==> src/rtl/mips_mem_pkg.sv <==
// mips_mem_pkg: shared types and constants for the MIPS data-memory controller
package mips_mem_pkg;
    localparam int DMEM_ADDR_W = 7;
    localparam int WORD_W      = 32;
    typedef enum logic [1:0] {IDLE, RD_STROBE, RD_CAPTURE} dmem_state_t;
    typedef struct packed {
        logic cen;
        logic wen;
        logic oen;
    } strobe_t;
    localparam strobe_t STB_IDLE  = '{cen: 1'b1, wen: 1'b1, oen: 1'b1};
    localparam strobe_t STB_READ  = '{cen: 1'b0, wen: 1'b1, oen: 1'b0};
    localparam strobe_t STB_WRITE = '{cen: 1'b0, wen: 1'b0, oen: 1'b1};
endpackage

==> src/rtl/dmem_ctrl_if.sv <==
// dmem_ctrl_if: core-side request/response bus of the data-memory controller
interface dmem_ctrl_if
    import mips_mem_pkg::*;
#(
    parameter int DATA_W = WORD_W
);
    logic              req_valid;
    logic              req_we;
    logic [31:0]       req_addr;
    logic [DATA_W-1:0] req_wdata;
    logic              req_ready;
    logic              resp_valid;
    logic [DATA_W-1:0] resp_rdata;
    logic              resp_err;
    modport master (
        output req_valid, req_we, req_addr, req_wdata,
        input  req_ready, resp_valid, resp_rdata, resp_err
    );
    modport slave (
        input  req_valid, req_we, req_addr, req_wdata,
        output req_ready, resp_valid, resp_rdata, resp_err
    );
endinterface

==> src/rtl/dmem_wbuf.sv <==
// dmem_wbuf: single-entry posted write buffer with load/drain controls and hit compare
module dmem_wbuf
    import mips_mem_pkg::*;
#(
    parameter int ADDR_W = DMEM_ADDR_W,
    parameter int DATA_W = WORD_W
) (
    input  logic              clk,
    input  logic              rst,
    input  logic              i_load,
    input  logic              i_drain,
    input  logic [ADDR_W-1:0] i_addr,
    input  logic [DATA_W-1:0] i_data,
    input  logic [ADDR_W-1:0] i_rd_addr,
    output logic              o_valid,
    output logic              o_hit,
    output logic [ADDR_W-1:0] o_addr,
    output logic [DATA_W-1:0] o_data
);
    logic              r_valid;
    logic [ADDR_W-1:0] r_addr;
    logic [DATA_W-1:0] r_data;
    always_ff @(posedge clk) begin
        if (rst) begin
            r_valid <= 1'b0;
            r_addr  <= '0;
            r_data  <= '0;
        end else begin
            r_valid <= i_load || (r_valid && !i_drain);
            if (i_load) begin
                r_addr <= i_addr;
                r_data <= i_data;
            end
        end
    end
    assign o_valid = r_valid;
    assign o_hit   = r_valid && (r_addr == i_rd_addr);
    assign o_addr  = r_addr;
    assign o_data  = r_data;
endmodule

==> src/rtl/dmem_ctrl.sv <==
// dmem_ctrl: word load/store controller for the 128-word synchronous data SRAM
module dmem_ctrl
    import mips_mem_pkg::*;
#(
    parameter int ADDR_W = DMEM_ADDR_W,
    parameter int DATA_W = WORD_W,
    parameter bit FWD_EN = 1'b1
) (
    input  logic              clk,
    input  logic              rst,
    dmem_ctrl_if.slave        bus,
    output logic              wb_busy,
    output logic              CEN,
    output logic              WEN,
    output logic              OEN,
    output logic [ADDR_W-1:0] A,
    output logic [DATA_W-1:0] Data2Mem,
    input  logic [DATA_W-1:0] ReadDataMem
);
    dmem_state_t       r_state, w_next;
    strobe_t           r_stb, w_stb;
    logic [ADDR_W-1:0] r_a, w_a, w_waddr, w_wb_addr;
    logic [DATA_W-1:0] r_d2m, w_d2m, r_rdata, w_rdata, w_wb_data;
    logic              r_resp_valid, w_resp_valid, r_resp_err;
    logic              w_idle, w_hold, w_ready, w_acc, w_mis, w_st, w_ld;
    logic              w_hit, w_fwd, w_rd, w_drain, w_wb_valid, w_unused;
    assign w_waddr  = bus.req_addr[ADDR_W+1:2];
    assign w_unused = ^bus.req_addr[31:ADDR_W+2];
    always_comb begin
        w_idle       = r_state == IDLE;
        w_hold       = !FWD_EN && w_wb_valid && bus.req_valid && !bus.req_we;
        w_ready      = w_idle && !w_hold;
        w_acc        = bus.req_valid && w_ready;
        w_mis        = w_acc && (bus.req_addr[1:0] != 2'b00);
        w_st         = w_acc && !w_mis && bus.req_we;
        w_ld         = w_acc && !w_mis && !bus.req_we;
        w_fwd        = w_ld && FWD_EN && w_hit;
        w_rd         = w_ld && !w_fwd;
        // a read issue claims the SRAM port; the buffered store waits for a free IDLE cycle
        w_drain      = w_idle && w_wb_valid && !w_rd;
        w_next       = w_rd ? RD_STROBE : r_state == RD_STROBE ? RD_CAPTURE : IDLE;
        w_stb        = w_rd ? STB_READ : w_drain ? STB_WRITE : STB_IDLE;
        w_a          = w_rd ? w_waddr : w_drain ? w_wb_addr : r_a;
        w_d2m        = w_drain ? w_wb_data : r_d2m;
        w_resp_valid = w_mis || w_fwd || r_state == RD_CAPTURE;
        w_rdata      = w_fwd ? w_wb_data : r_state == RD_CAPTURE ? ReadDataMem : '0;
    end
    always_ff @(posedge clk) begin
        if (rst) begin
            r_state      <= IDLE;
            r_stb        <= STB_IDLE;
            r_a          <= '0;
            r_d2m        <= '0;
            r_resp_valid <= 1'b0;
            r_resp_err   <= 1'b0;
            r_rdata      <= '0;
        end else begin
            r_state      <= w_next;
            r_stb        <= w_stb;
            r_a          <= w_a;
            r_d2m        <= w_d2m;
            r_resp_valid <= w_resp_valid;
            r_resp_err   <= w_mis;
            r_rdata      <= w_rdata;
        end
    end
    dmem_wbuf #(.ADDR_W(ADDR_W), .DATA_W(DATA_W)) u_wbuf (
        .clk       (clk),
        .rst       (rst),
        .i_load    (w_st),
        .i_drain   (w_drain),
        .i_addr    (w_waddr),
        .i_data    (bus.req_wdata),
        .i_rd_addr (w_waddr),
        .o_valid   (w_wb_valid),
        .o_hit     (w_hit),
        .o_addr    (w_wb_addr),
        .o_data    (w_wb_data)
    );
    assign bus.req_ready  = w_ready;
    assign bus.resp_valid = r_resp_valid;
    assign bus.resp_err   = r_resp_err;
    assign bus.resp_rdata = r_rdata;
    assign wb_busy        = w_wb_valid;
    assign CEN            = r_stb.cen;
    assign WEN            = r_stb.wen;
    assign OEN            = r_stb.oen;
    assign A              = r_a;
    assign Data2Mem       = r_d2m;
endmodule

==> src/flat_wrapper.sv <==
// flat-port wrapper written by rule: the top's interface ports become plain ports
module dmem_ctrl_flat import mips_mem_pkg::*;
#(
    parameter int ADDR_W = DMEM_ADDR_W,
    parameter int DATA_W = WORD_W,
    parameter bit FWD_EN = 1'b1
)
  (clk, rst, wb_busy, CEN, WEN, OEN, A, Data2Mem, ReadDataMem, bus_req_valid, bus_req_we, bus_req_addr, bus_req_wdata, bus_req_ready, bus_resp_valid, bus_resp_rdata, bus_resp_err);
  dmem_ctrl_if #(.DATA_W(DATA_W)) bus_i ();
  input  logic clk;
  input  logic rst;
  output logic wb_busy;
  output logic CEN;
  output logic WEN;
  output logic OEN;
  output logic [ADDR_W-1:0] A;
  output logic [DATA_W-1:0] Data2Mem;
  input  logic [DATA_W-1:0] ReadDataMem;
  input wire logic [$bits(bus_i.req_valid)-1:0] bus_req_valid;
  input wire logic [$bits(bus_i.req_we)-1:0] bus_req_we;
  input wire logic [$bits(bus_i.req_addr)-1:0] bus_req_addr;
  input wire logic [$bits(bus_i.req_wdata)-1:0] bus_req_wdata;
  output wire logic [$bits(bus_i.req_ready)-1:0] bus_req_ready;
  output wire logic [$bits(bus_i.resp_valid)-1:0] bus_resp_valid;
  output wire logic [$bits(bus_i.resp_rdata)-1:0] bus_resp_rdata;
  output wire logic [$bits(bus_i.resp_err)-1:0] bus_resp_err;
  assign bus_i.req_valid = bus_req_valid;
  assign bus_i.req_we = bus_req_we;
  assign bus_i.req_addr = bus_req_addr;
  assign bus_i.req_wdata = bus_req_wdata;
  assign bus_req_ready = bus_i.req_ready;
  assign bus_resp_valid = bus_i.resp_valid;
  assign bus_resp_rdata = bus_i.resp_rdata;
  assign bus_resp_err = bus_i.resp_err;
  dmem_ctrl #(.ADDR_W(ADDR_W), .DATA_W(DATA_W), .FWD_EN(FWD_EN)) u_core (.clk(clk), .rst(rst), .bus(bus_i), .wb_busy(wb_busy), .CEN(CEN), .WEN(WEN), .OEN(OEN), .A(A), .Data2Mem(Data2Mem), .ReadDataMem(ReadDataMem));
endmodule
==> config.mk <==
export PLATFORM = sky130hd
export DESIGN_NAME = dmem_ctrl_flat
export DESIGN_NICKNAME = d
export VERILOG_FILES = /design/src/rtl/mips_mem_pkg.sv /design/src/rtl/dmem_ctrl_if.sv /design/src/rtl/dmem_wbuf.sv /design/src/rtl/dmem_ctrl.sv /design/src/flat_wrapper.sv
export SDC_FILE = /design/constraint.sdc
export NUM_CORES = 1
export LEC_CHECK = 0
export BUFFER_PORTS_ARGS = -buffer_cell sky130_fd_sc_hd__buf_4
export CAP_MARGIN = 5
export CORE_MARGIN = 3
export CORE_UTILIZATION = 52
export CTS_BUF_LIST = sky130_fd_sc_hd__clkbuf_8
export DETAILED_ROUTE_END_ITERATION = 8
export PLACE_DENSITY = 0.83
export SYNTH_ARGS = -nofsm -noshare
export SYNTH_HDL_FRONTEND = slang
export SYNTH_SLANG_ARGS = --single-unit
==> constraint.sdc <==
create_clock -name clk -period 2.6 [get_ports clk]
set_input_delay 0.52 -clock clk [delete_from_list [all_inputs] [get_ports clk]]
set_output_delay 0.52 -clock clk [all_outputs]
set_load 0.05 [all_outputs]
==> summary.md, run 1 <==
| Metric | Value |
|---|---|
| Count of pins on the block boundary | 178 |
| Total Negative Setup Slacks | 0 ps |
| Synthesized cell area | 0.00509 mm2 |
| Synthesized instance count | 583 |
| Number of violations reported at the end of detailed-routing iteration 0 | 347 |
| Antenna violations before repair | 0 |
| Clock root cell | clkbuf_8 |
| Kind of critical path | reg2reg |
| Wire length of the first global-routing pass | 23,700 um |
| Core region area | 0.00937 mm2 |
| Result of the run | completed |
| Max stage delay cell, worst path | or4b_1 |
| Multiplexer share of the synthesized area | 2.92% |
| Count of port buffers added during placement | 154 |
| Total DRC errors in the routed layout | 0 |
| Compound-Gate Fraction of Synth Area | 19.6% |
| Hold_buf cts | 0 |
| Critical path cell sequence | or4b_1, or3_1, nor4_4, buf_4, a22o_1 |
| Unrepaired setup endpoints after global routing | false |
| Post-layout min period | 2200 ps |
| Setup Fix Bufs, Post-CTS | 0 |
| Clock tree from TritonCTS | done |
| Half-perimeter wire length after placement | 9820 um |
| Sequential share of the synthesized area | 46.4% |
| Clk pin slew, worst setup/hold paths | 70 ps |
| Hold Vio Cnt, Final | 0 |
| Layout overhead on the synthesized area | 32.7% |
| Post-Syn Area per Cell | 8.74 um2 |
| Iteration count of the initial detailed-routing pass | 5 |
| Syn_nets | 683 |
| Layout Skew | 8.80 ps |
| Number of H-tree branching levels | 4 |
| Routed length per placed instance | 17.1 um |
| Mean number of vias per cell | 5.82 |
| Die outline width | 105 um |
| Fill cell instance count of the final layout | 731 |
| Ratio of cells with drive above 1 in the final layout | 29.5% |
| Combinational family with the most area after synthesis | simple AND/OR/NAND/NOR gates |
| Total length of routed wires | 14,700 um |
| Placed instance area | 0.00636 mm2 |
| Classification of the worst-slack hold path | in2reg |
| Delay of the slowest critical-path stage | 560 ps |
| Cell leakage power | 2.78 nW |
| Simple-Gate Fraction of Synth Area | 25.0% |
| Final setup vio count | 0 |
| Number of violations of the max-capacitance limit | 0 |
| Synthesized-area fraction occupied by xor and xnor cells | 1.20% |
| Effective utilization at floorplan | 54.4% |
| Total number of vias | 4,988 |
| Area share of fa/ha/maj cells after synthesis | 0% |
| CP Data Required Time | 2970 ps |
| Yosys Warn Count | 0 |
| Clock sinks | 118 |
| Worst-case vdd ir drop | 485 uV |
| Critical path fanouts, max | 10 |
| Total number of placement rows | 35 |
| GRT Total Usage | 26.4% |
| Max_slew headroom | 35.3% |
| Final critical-path share of the clock period | 84.8% |
| Power density relative to cell area | 566 mW/mm2 |
| DIE AREA | 0.0110 mm2 |
| Critical path launch point type | register |
| Weighted congestion at the end of routability-driven global placement | 0.769 |
| Nature of the critical path endpoint | register |
| Pin count of the biggest net entering global routing | 75 |
| Worst-Margin Slew | 970 ps |
| Final cell area excluding filler cells | 0.00676 mm2 |
| Max-slew violation count | 0 |
| Unique cell type count in the Yosys netlist | 31 |
| Post-route antenna net violation count | 0 |
| CP Data Arrival Time | 2580 ps |
| Clock buffer count from CTS | 17 |
| Seq cells post-synth | 118 |
| Insertion delay to the later sink of the worst-skew pair | 430 ps |
| Deepest clock path buffer count | 2 |
| Post-layout nets | 817 |
| Total global routing overflow | 0 |
| Buffers and inverters on the worst path | 1 |
| Kind of cell with the highest combined delay on the critical path | simple AND/OR/NAND/NOR gates |
| Die height | 105 um |
| Vias in the first global route | 4,905 |
| Antenna cells | 0 |
| Quantity of gates resized following cts | 0 |
| Achievable clock frequency | 0.454 GHz |
-- layout by cell type (no fill, tap or decap), drive strengths merged --
cell / n
a22oi: 32
o21ai: 2
clkinvlp: 2
clkinv: 5
a21oi: 41
and4: 3
nand4: 3
a21o: 1
or4b: 1
mux2: 7
nand2: 79
o211ai: 32
xnor2: 7
a31oi: 1
dfxtp: 118
or3: 2
buf: 173
nand3: 64
nor3: 3
a211oi: 1
nand2b: 1
nor3b: 33
bufinv: 3
nor4: 1
nor2: 13
mux2i: 7
nor2b: 39
clkbuf: 19
inv: 2
or3b: 1
a22o: 32
-- cell families (layout without fill, tap and decap cells) --
| family | after synthesis | after routing |
|---|---|---|
| AOI/OAI and AO/OA | 142 | 142 |
| xor gates and xnor gates | 7 | 7 |
| buffers and inverters | 59 | 204 |
| DFF | 118 | 118 |
| muxes | 14 | 14 |
| and+or+nand+nor | 243 | 243 |
-- metal layers --
metal	up-vias	part of all wire (%)	track usage (%)	wire [um]
met5	-	0	0	0
met4	0	1.7	8.25	250
met3	25	7.7	8.46	1130
met2	199	50	44.9	7300
met1	2400	41	31.6	5990
li1	2364	-	-	-
-- cell usage after synthesis, drive strengths merged --
library cell | number | area (um2)
inv | 1 | 3.75
or4b | 1 | 10.0
nand2b | 1 | 6.26
mux2i | 7 | 70.1
o211ai | 32 | 240
xnor2 | 7 | 61.3
or3b | 1 | 8.76
a22oi | 32 | 240
a21oi | 41 | 209
nor3b | 33 | 248
nor2b | 39 | 244
a211oi | 1 | 7.51
nand4 | 3 | 18.8
and4 | 3 | 26.3
nor4 | 1 | 21.3
nor3 | 3 | 15.0
nor2 | 13 | 48.8
nand2 | 79 | 297
nand3 | 64 | 320
buf | 8 | 53.8
or3 | 2 | 12.5
a22o | 32 | 280
o21ai | 2 | 10.0
mux2 | 7 | 78.8
a31oi | 1 | 6.26
a21o | 1 | 7.51
dfxtp | 118 | 2360
clkbuf | 50 | 188
-- stage by stage --
step | util, % | worst slack (ps) | std cells | total power [mW] | hold WS (ps)
after global placement | 67.9 | 175 | 827 | 2.17 | 456
final | 72.1 | 395 | 857 | 3.83 | 303
after floorplan | - | 317 | 583 | 2.03 | 444
after CTS | 72.1 | 396 | 857 | 3.83 | 299
after detailed placement | 67.9 | 101 | 827 | 2.18 | 460
after global routing | 72.1 | 277 | 857 | 3.93 | 296
-- state kept, by name, summed over array words and instances (netlist names), 2 cells and up --
register / flops
u_core.A: 7
u_core.r_state: 2
u_core.bus.resp_rdata: 32
u_core.u_wbuf.o_data: 32
u_core.Data2Mem: 32
u_core.u_wbuf.o_addr: 7
-- worst paths after layout --
path / start / endpoint / slack [ps] / cells past startpoint
max: u_core.r_state[0] / u_core.bus.resp_rdata[25] / 400 / 5
min: ReadDataMem[7] / u_core.bus.resp_rdata[7] / 300 / 2
max reg2reg: u_core.r_state[0] / u_core.bus.resp_rdata[25] / 400 / 5
min reg2reg: u_core.u_wbuf.o_data[15] / u_core.u_wbuf.o_data[15] / 470 / 2
-- power by group --
group	internal, mW	total, mW	switching (mW)
registers	1.83	1.84	0.0153
clock network	0.975	1.69	0.713
logic	0.129	0.293	0.164
-- final cells by class --
cell class | count | area [um2] | share of cell area, %
clock buffer | 19 | 262 | 3.87
timing repair buffer | 173 | 1340 | 19.8
tap | 129 | 161 | 2.39
sequential | 118 | 2360 | 34.9
multi-input combinational | 406 | 2500 | 37.0
clock inverter | 11 | 134 | 1.98
inverter | 1 | 3.75 | 0.0555
No activity file was read; power rests on OpenSTA's default activity.
==> run 2, diff against run 1 <==
CORE_UTILIZATION = 47   (was 52)
PLACE_DENSITY = 0.79   (was 0.83)
clock period = 1.91 ns   (was 2.6 ns; I/O delays follow)
==> run 2 against run 1 <==
The run now ends with setup timing left. Cell count up 2.9%. Power up 40%. Count of clock-buffer cells in the layout down 1. Combinational power up 45%. Wire length up 3.7%. Core utilization down 4.5 points.
==> summary.md, run 2 (same netlist as run 1, synthesis figures left out) <==
| Metric | Value |
|---|---|
| Post-layout min period | 1990 ps |
| GRT Total Usage | 25.2% |
| Routed length per placed instance | 17.2 um |
| Fill cell instance count of the final layout | 839 |
| Weighted congestion at the end of routability-driven global placement | 0.798 |
| Iteration count of the initial detailed-routing pass | 4 |
| Hold Vio Cnt, Final | 0 |
| Wire length of the first global-routing pass | 23,900 um |
| CP Data Required Time | 2240 ps |
| Critical path fanouts, max | 9 |
| Post-layout nets | 833 |
| Die outline width | 110 um |
| DIE AREA | 0.0121 mm2 |
| Number of H-tree branching levels | 4 |
| Kind of critical path | reg2reg |
| Total global routing overflow | 0 |
| Delay of the slowest critical-path stage | 540 ps |
| Unrepaired setup endpoints after global routing | true |
| Final critical-path share of the clock period | 104% |
| Half-perimeter wire length after placement | 10,200 um |
| Post-route antenna net violation count | 0 |
| Pin count of the biggest net entering global routing | 44 |
| Reported net switching power | 1.25 mW |
| Worst-Margin Slew | 408 ps |
| Layout overhead on the synthesized area | 38.3% |
| Clock tree from TritonCTS | done |
| Deepest clock path buffer count | 2 |
| Fraction of power spent switching nets | 23.3% |
| Nature of the critical path endpoint | register |
| Commonest cells after routing, fill and taps aside | buf_4, dfxtp_1, nand2_1 |
| Number of violations of the max-capacitance limit | 0 |
| Result of the run | finished, violations left |
| Part of the power in combinational logic | 7.9% |
| Kind of cell with the highest combined delay on the critical path | simple AND/OR/NAND/NOR gates |
| Worst-case vdd ir drop | 446 uV |
| Total DRC errors in the routed layout | 0 |
| Antenna violations before repair | 0 |
| Hold WS | 161 ps |
| Total length of routed wires | 15,200 um |
| Clk pin slew, worst setup/hold paths | 70 ps |
| Clock sinks | 118 |
| Max_slew headroom | 72.5% |
| CP Data Arrival Time | 2320 ps |
| Flop pwr share | 46.8% |
| Count of pins on the block boundary | 178 |
| Final setup vio count | 28 |
| Number of non-filler instances in the completed layout | 882 |
| Max stage delay cell, worst path | or4b_4 |
| Die height | 110 um |
| Insertion delay to the later sink of the worst-skew pair | 430 ps |
| Core region area | 0.0104 mm2 |
| Clock root cell | clkbuf_8 |
| Number of violations reported at the end of detailed-routing iteration 0 | 218 |
| Flop-to-flop setup slack | -80 ps |
| Ratio of cells with drive above 1 in the final layout | 31.8% |
| Placed cell count | 847 |
| Clock buffer count from CTS | 17 |
| Total number of vias | 4,982 |
| Commonest non-fill, non-tap cell in the layout | buf_4 |
| Total number of placement rows | 37 |
| Slack of the critical path | -79.8 ps |
| Power density relative to cell area | 760 mW/mm2 |
| Achievable clock frequency | 0.503 GHz |
| Count of port buffers added during placement | 154 |
| Mean number of vias per cell | 5.65 |
| Vias in the first global route | 4,939 |
| Antenna cells | 0 |
| Critical path cell sequence | or4b_4, or3_4, a21oi_4, buf_12, mux2_2 |
| Classification of the worst-slack hold path | in2reg |
| Cell leakage power | 2.92 nW |
| Buffers and inverters on the worst path | 1 |
| Violations in the final reports | setup timing |
| Proportion of power drawn by the clock network | 45.2% |
| Effective utilization at floorplan | 48.9% |
| Internal power contribution | 4.11 mW |
| Max-slew violation count | 0 |
| Layout Skew | 8.62 ps |
| Critical path launch point type | register |
run 2: metal layers:
metal | vias up | global-route usage, % | wire length [um]
met5 | - | 0 | 0
met4 | 0 | 7.74 | 198
met3 | 19 | 6.76 | 1240
met2 | 177 | 44.3 | 7550
met1 | 2393 | 29.9 | 6210
li1 | 2393 | - | -
run 2: final cells by class:
cell class / count / area, um2 / area share [%]
Inverter: 1 / 3.75 / 0.0533
Multi-Input combinational cell: 406 / 2550 / 36.2
Sequential cell: 118 / 2370 / 33.6
Clock buffer: 18 / 248 / 3.52
Tap cell: 136 / 170 / 2.41
Clock inverter: 14 / 168 / 2.38
Timing Repair Buffer: 189 / 1540 / 21.9
run 2: power by group through the flow:
| stage | combinational [mW] | clock [mW] | sequential (mW) |
|---|---|---|---|
| floorplan | 0.159 | 0 | 2.60 |
| global placement | 0.412 | 0 | 2.56 |
| detailed placement | 0.421 | 0 | 2.56 |
| CTS | 0.424 | 2.45 | 2.51 |
| global route | 0.456 | 2.55 | 2.51 |
| finish | 0.426 | 2.42 | 2.51 |
run 2: final timing paths:
check,end,cells past startpoint,startpoint
setup / recovery,u_core.A[0],5,u_core.r_state[1]
hold / removal,u_core.bus.resp_rdata[16],2,ReadDataMem[16]
setup reg to reg,u_core.A[0],5,u_core.r_state[1]
hold reg to reg,u_core.u_wbuf.o_data[9],2,u_core.u_wbuf.o_data[9]
run 2: what timing repair did:
item,in CTS,in global routing
pin swaps,10,0
cloned,0,2
hold buffers,0,0
setup buffers,0,1
gates resized for setup,5,10
setup endpoints to repair,71,64
run 2: metrics by stage:
step / total power, mW / setup slack [ps] / instance area (um2) / utilization, % / TNS (ps)
after floorplan: 2.76 / -182 / 5130 / - / -3660
final: 5.36 / -79.8 / 7050 / 67.7 / -790
after CTS: 5.39 / -77.8 / 6970 / 67.0 / -745
after detailed placement: 2.99 / -361 / 6540 / 62.8 / -19770
after global routing: 5.52 / -114 / 7050 / 67.7 / -2850
after global placement: 2.98 / -308 / 6540 / 62.8 / -15990
==> run 3, diff against run 2 <==
MAX_ROUTING_LAYER = met4   (was default)
==> run 3 against run 2 <==
The flow still finishes with violations (setup timing). Hold slack lost 2.3 ps. Core utilization is the same. Via count grew 0.18%. Final area is the same. Wire length grew 0.12%. Non-clock buffer count is the same. Fmax is essentially flat. Highest routed layer unchanged.
==> summary.md, run 3 (same netlist as run 1, synthesis figures left out) <==
| Metric | Value |
|---|---|
| Wire length of the first global-routing pass | 23,900 um |
| Clock sinks | 118 |
| Final cell area excluding filler cells | 0.00705 mm2 |
| Antenna violations before repair | 0 |
| Violations in the final reports | setup timing |
| Layout overhead on the synthesized area | 38.3% |
| Final critical-path share of the clock period | 104% |
| Mean number of vias per cell | 5.66 |
| Weighted congestion at the end of routability-driven global placement | 0.809 |
| Total number of placement rows | 37 |
| Iteration count of the initial detailed-routing pass | 7 |
| Hold Vio Cnt, Final | 0 |
| Deepest clock path buffer count | 2 |
| Number of non-filler instances in the completed layout | 882 |
| Worst-case vdd ir drop | 446 uV |
| CP Data Arrival Time | 2310 ps |
| Flop-to-flop setup slack | -80 ps |
| Max_slew headroom | 72.8% |
| CP Capture Point | u_core.A[0] |
| GRT Total Usage | 25.9% |
| Hold_buf cts | 0 |
| Layout Skew | 9.87 ps |
| Clock tree from TritonCTS | done |
| Commonest cells after routing, fill and taps aside | buf_4, dfxtp_1, nand2_1 |
| Post-layout nets | 833 |
| Ratio of cells with drive above 1 in the final layout | 31.8% |
| Achievable clock frequency | 0.503 GHz |
| Insertion delay to the later sink of the worst-skew pair | 440 ps |
| Effective utilization at floorplan | 48.9% |
| Total number of vias | 4,991 |
| Number of violations of the max-capacitance limit | 0 |
| Final setup vio count | 30 |
| Result of the run | finished, violations left |
| Worst-Margin Slew | 404 ps |
| Cell leakage power | 2.92 nW |
| Pin count of the biggest net entering global routing | 44 |
| Placed cell count | 847 |
| Clk pin slew, worst setup/hold paths | 70 ps |
| Storage element area | 0.00237 mm2 |
| Setup crit start | u_core.r_state[1] |
| Antenna cells | 0 |
| Kind of critical path | reg2reg |
| Nature of the critical path endpoint | register |
| Critical path fanouts, max | 9 |
| Number of H-tree branching levels | 4 |
| Post-Place Worst Slack | -361 ps |
| Reg2reg path depth | 5 |
| Critical register-to-register path endpoint | u_core.A[0] |
| Unrepaired setup endpoints after global routing | true |
| CP Data Required Time | 2240 ps |
| Critical path launch point type | register |
| Max-slew violation count | 0 |
| Number of violations reported at the end of detailed-routing iteration 0 | 202 |
| Total Negative Setup Slacks | -827 ps |
| Placed instance area | 0.00654 mm2 |
| Reg-to-reg critical path startpoint | u_core.r_state[1] |
| Core region area | 0.0104 mm2 |
| Multi-input combinational cell area | 0.00255 mm2 |
| Slack of the critical path | -79.4 ps |
| Total DRC errors in the routed layout | 0 |
| Die outline width | 110 um |
| Clock buffer count from CTS | 17 |
| Half-perimeter wire length after placement | 10,200 um |
| Total global routing overflow | 0 |
| Power density relative to cell area | 760 mW/mm2 |
| Routed length per placed instance | 17.3 um |
| Commonest non-fill, non-tap cell in the layout | buf_4 |
| Vias in the first global route | 4,937 |
| Post-layout min period | 1990 ps |
| Fill cell instance count of the final layout | 839 |
| Count of port buffers added during placement | 154 |
| Post-route antenna net violation count | 0 |
| Count of pins on the block boundary | 178 |
| Clock root cell | clkbuf_8 |
| Die height | 110 um |
| Total length of routed wires | 15,200 um |
| DIE AREA | 0.0121 mm2 |
| Classification of the worst-slack hold path | in2reg |
-- run 3: cell counts in the layout (fill, tap and decap cells not counted) --
Identical to the previous run, type by type.
-- run 3: worst max-delay path, stage by stage (launching register included) --
cell	delay, ps
dfxtp_1	320
or4b_4	540
or3_4	390
a21oi_4	150
buf_12	150
mux2_2	330
-- run 3: repair_timing --
item,4_1_cts,5_1_grt
setup buffers,0,1
pin swaps,10,0
endpoints found under the setup margin,71,64
cloned,0,2
gates resized for setup,5,10
-- run 3: layout make-up --
type / count / area share (%)
sequential: 118 / 33.6
tap: 136 / 2.41
timing repair buffer: 189 / 21.9
multi-input combinational: 406 / 36.2
clock buffer: 18 / 3.52
inverter: 1 / 0.0533
clock inverter: 14 / 2.38
-- run 3: per-layer routing --
| metal | part of all wire, % | track usage [%] | up-vias | routed length (um) |
|---|---|---|---|---|
| met5 | 0 | - | - | 0 |
| met4 | 1.2 | 7.74 | 0 | 182 |
| met3 | 7.7 | 6.12 | 15 | 1170 |
| met2 | 50 | 44.3 | 189 | 7570 |
| met1 | 41 | 30.3 | 2391 | 6300 |
| li1 | - | - | 2396 | - |
-- run 3: metrics by stage --
stage | power, mW | utilization (%) | hold slack (ps)
after CTS | 5.39 | 67.0 | 135
final | 5.36 | 67.7 | 159
after detailed placement | 2.99 | 62.8 | 464
after global routing | 5.52 | 67.7 | 149
after global placement | 2.98 | 62.8 | 456
after floorplan | 2.76 | - | 444
-- run 3: power by group --
part	switching (mW)	internal, mW
registers	0.0205	2.49
logic	0.230	0.197
clock network	0.998	1.42
-- run 3: worst min path at each step --
stage / end / cells after the start / from / slack, ps
3_5_place_dp: u_core.u_wbuf.o_data[9] / 2 / u_core.u_wbuf.o_data[9] / 460
4_1_cts: u_core.bus.resp_rdata[22] / 2 / ReadDataMem[22] / 140
5_1_grt: u_core.bus.resp_rdata[9] / 2 / ReadDataMem[9] / 150
2_1_floorplan: u_core.u_wbuf.o_data[0] / 2 / u_core.u_wbuf.o_data[0] / 440
6_report: u_core.bus.resp_rdata[16] / 2 / ReadDataMem[16] / 160
3_3_place_gp: u_core.u_wbuf.o_data[8] / 2 / u_core.u_wbuf.o_data[8] / 460
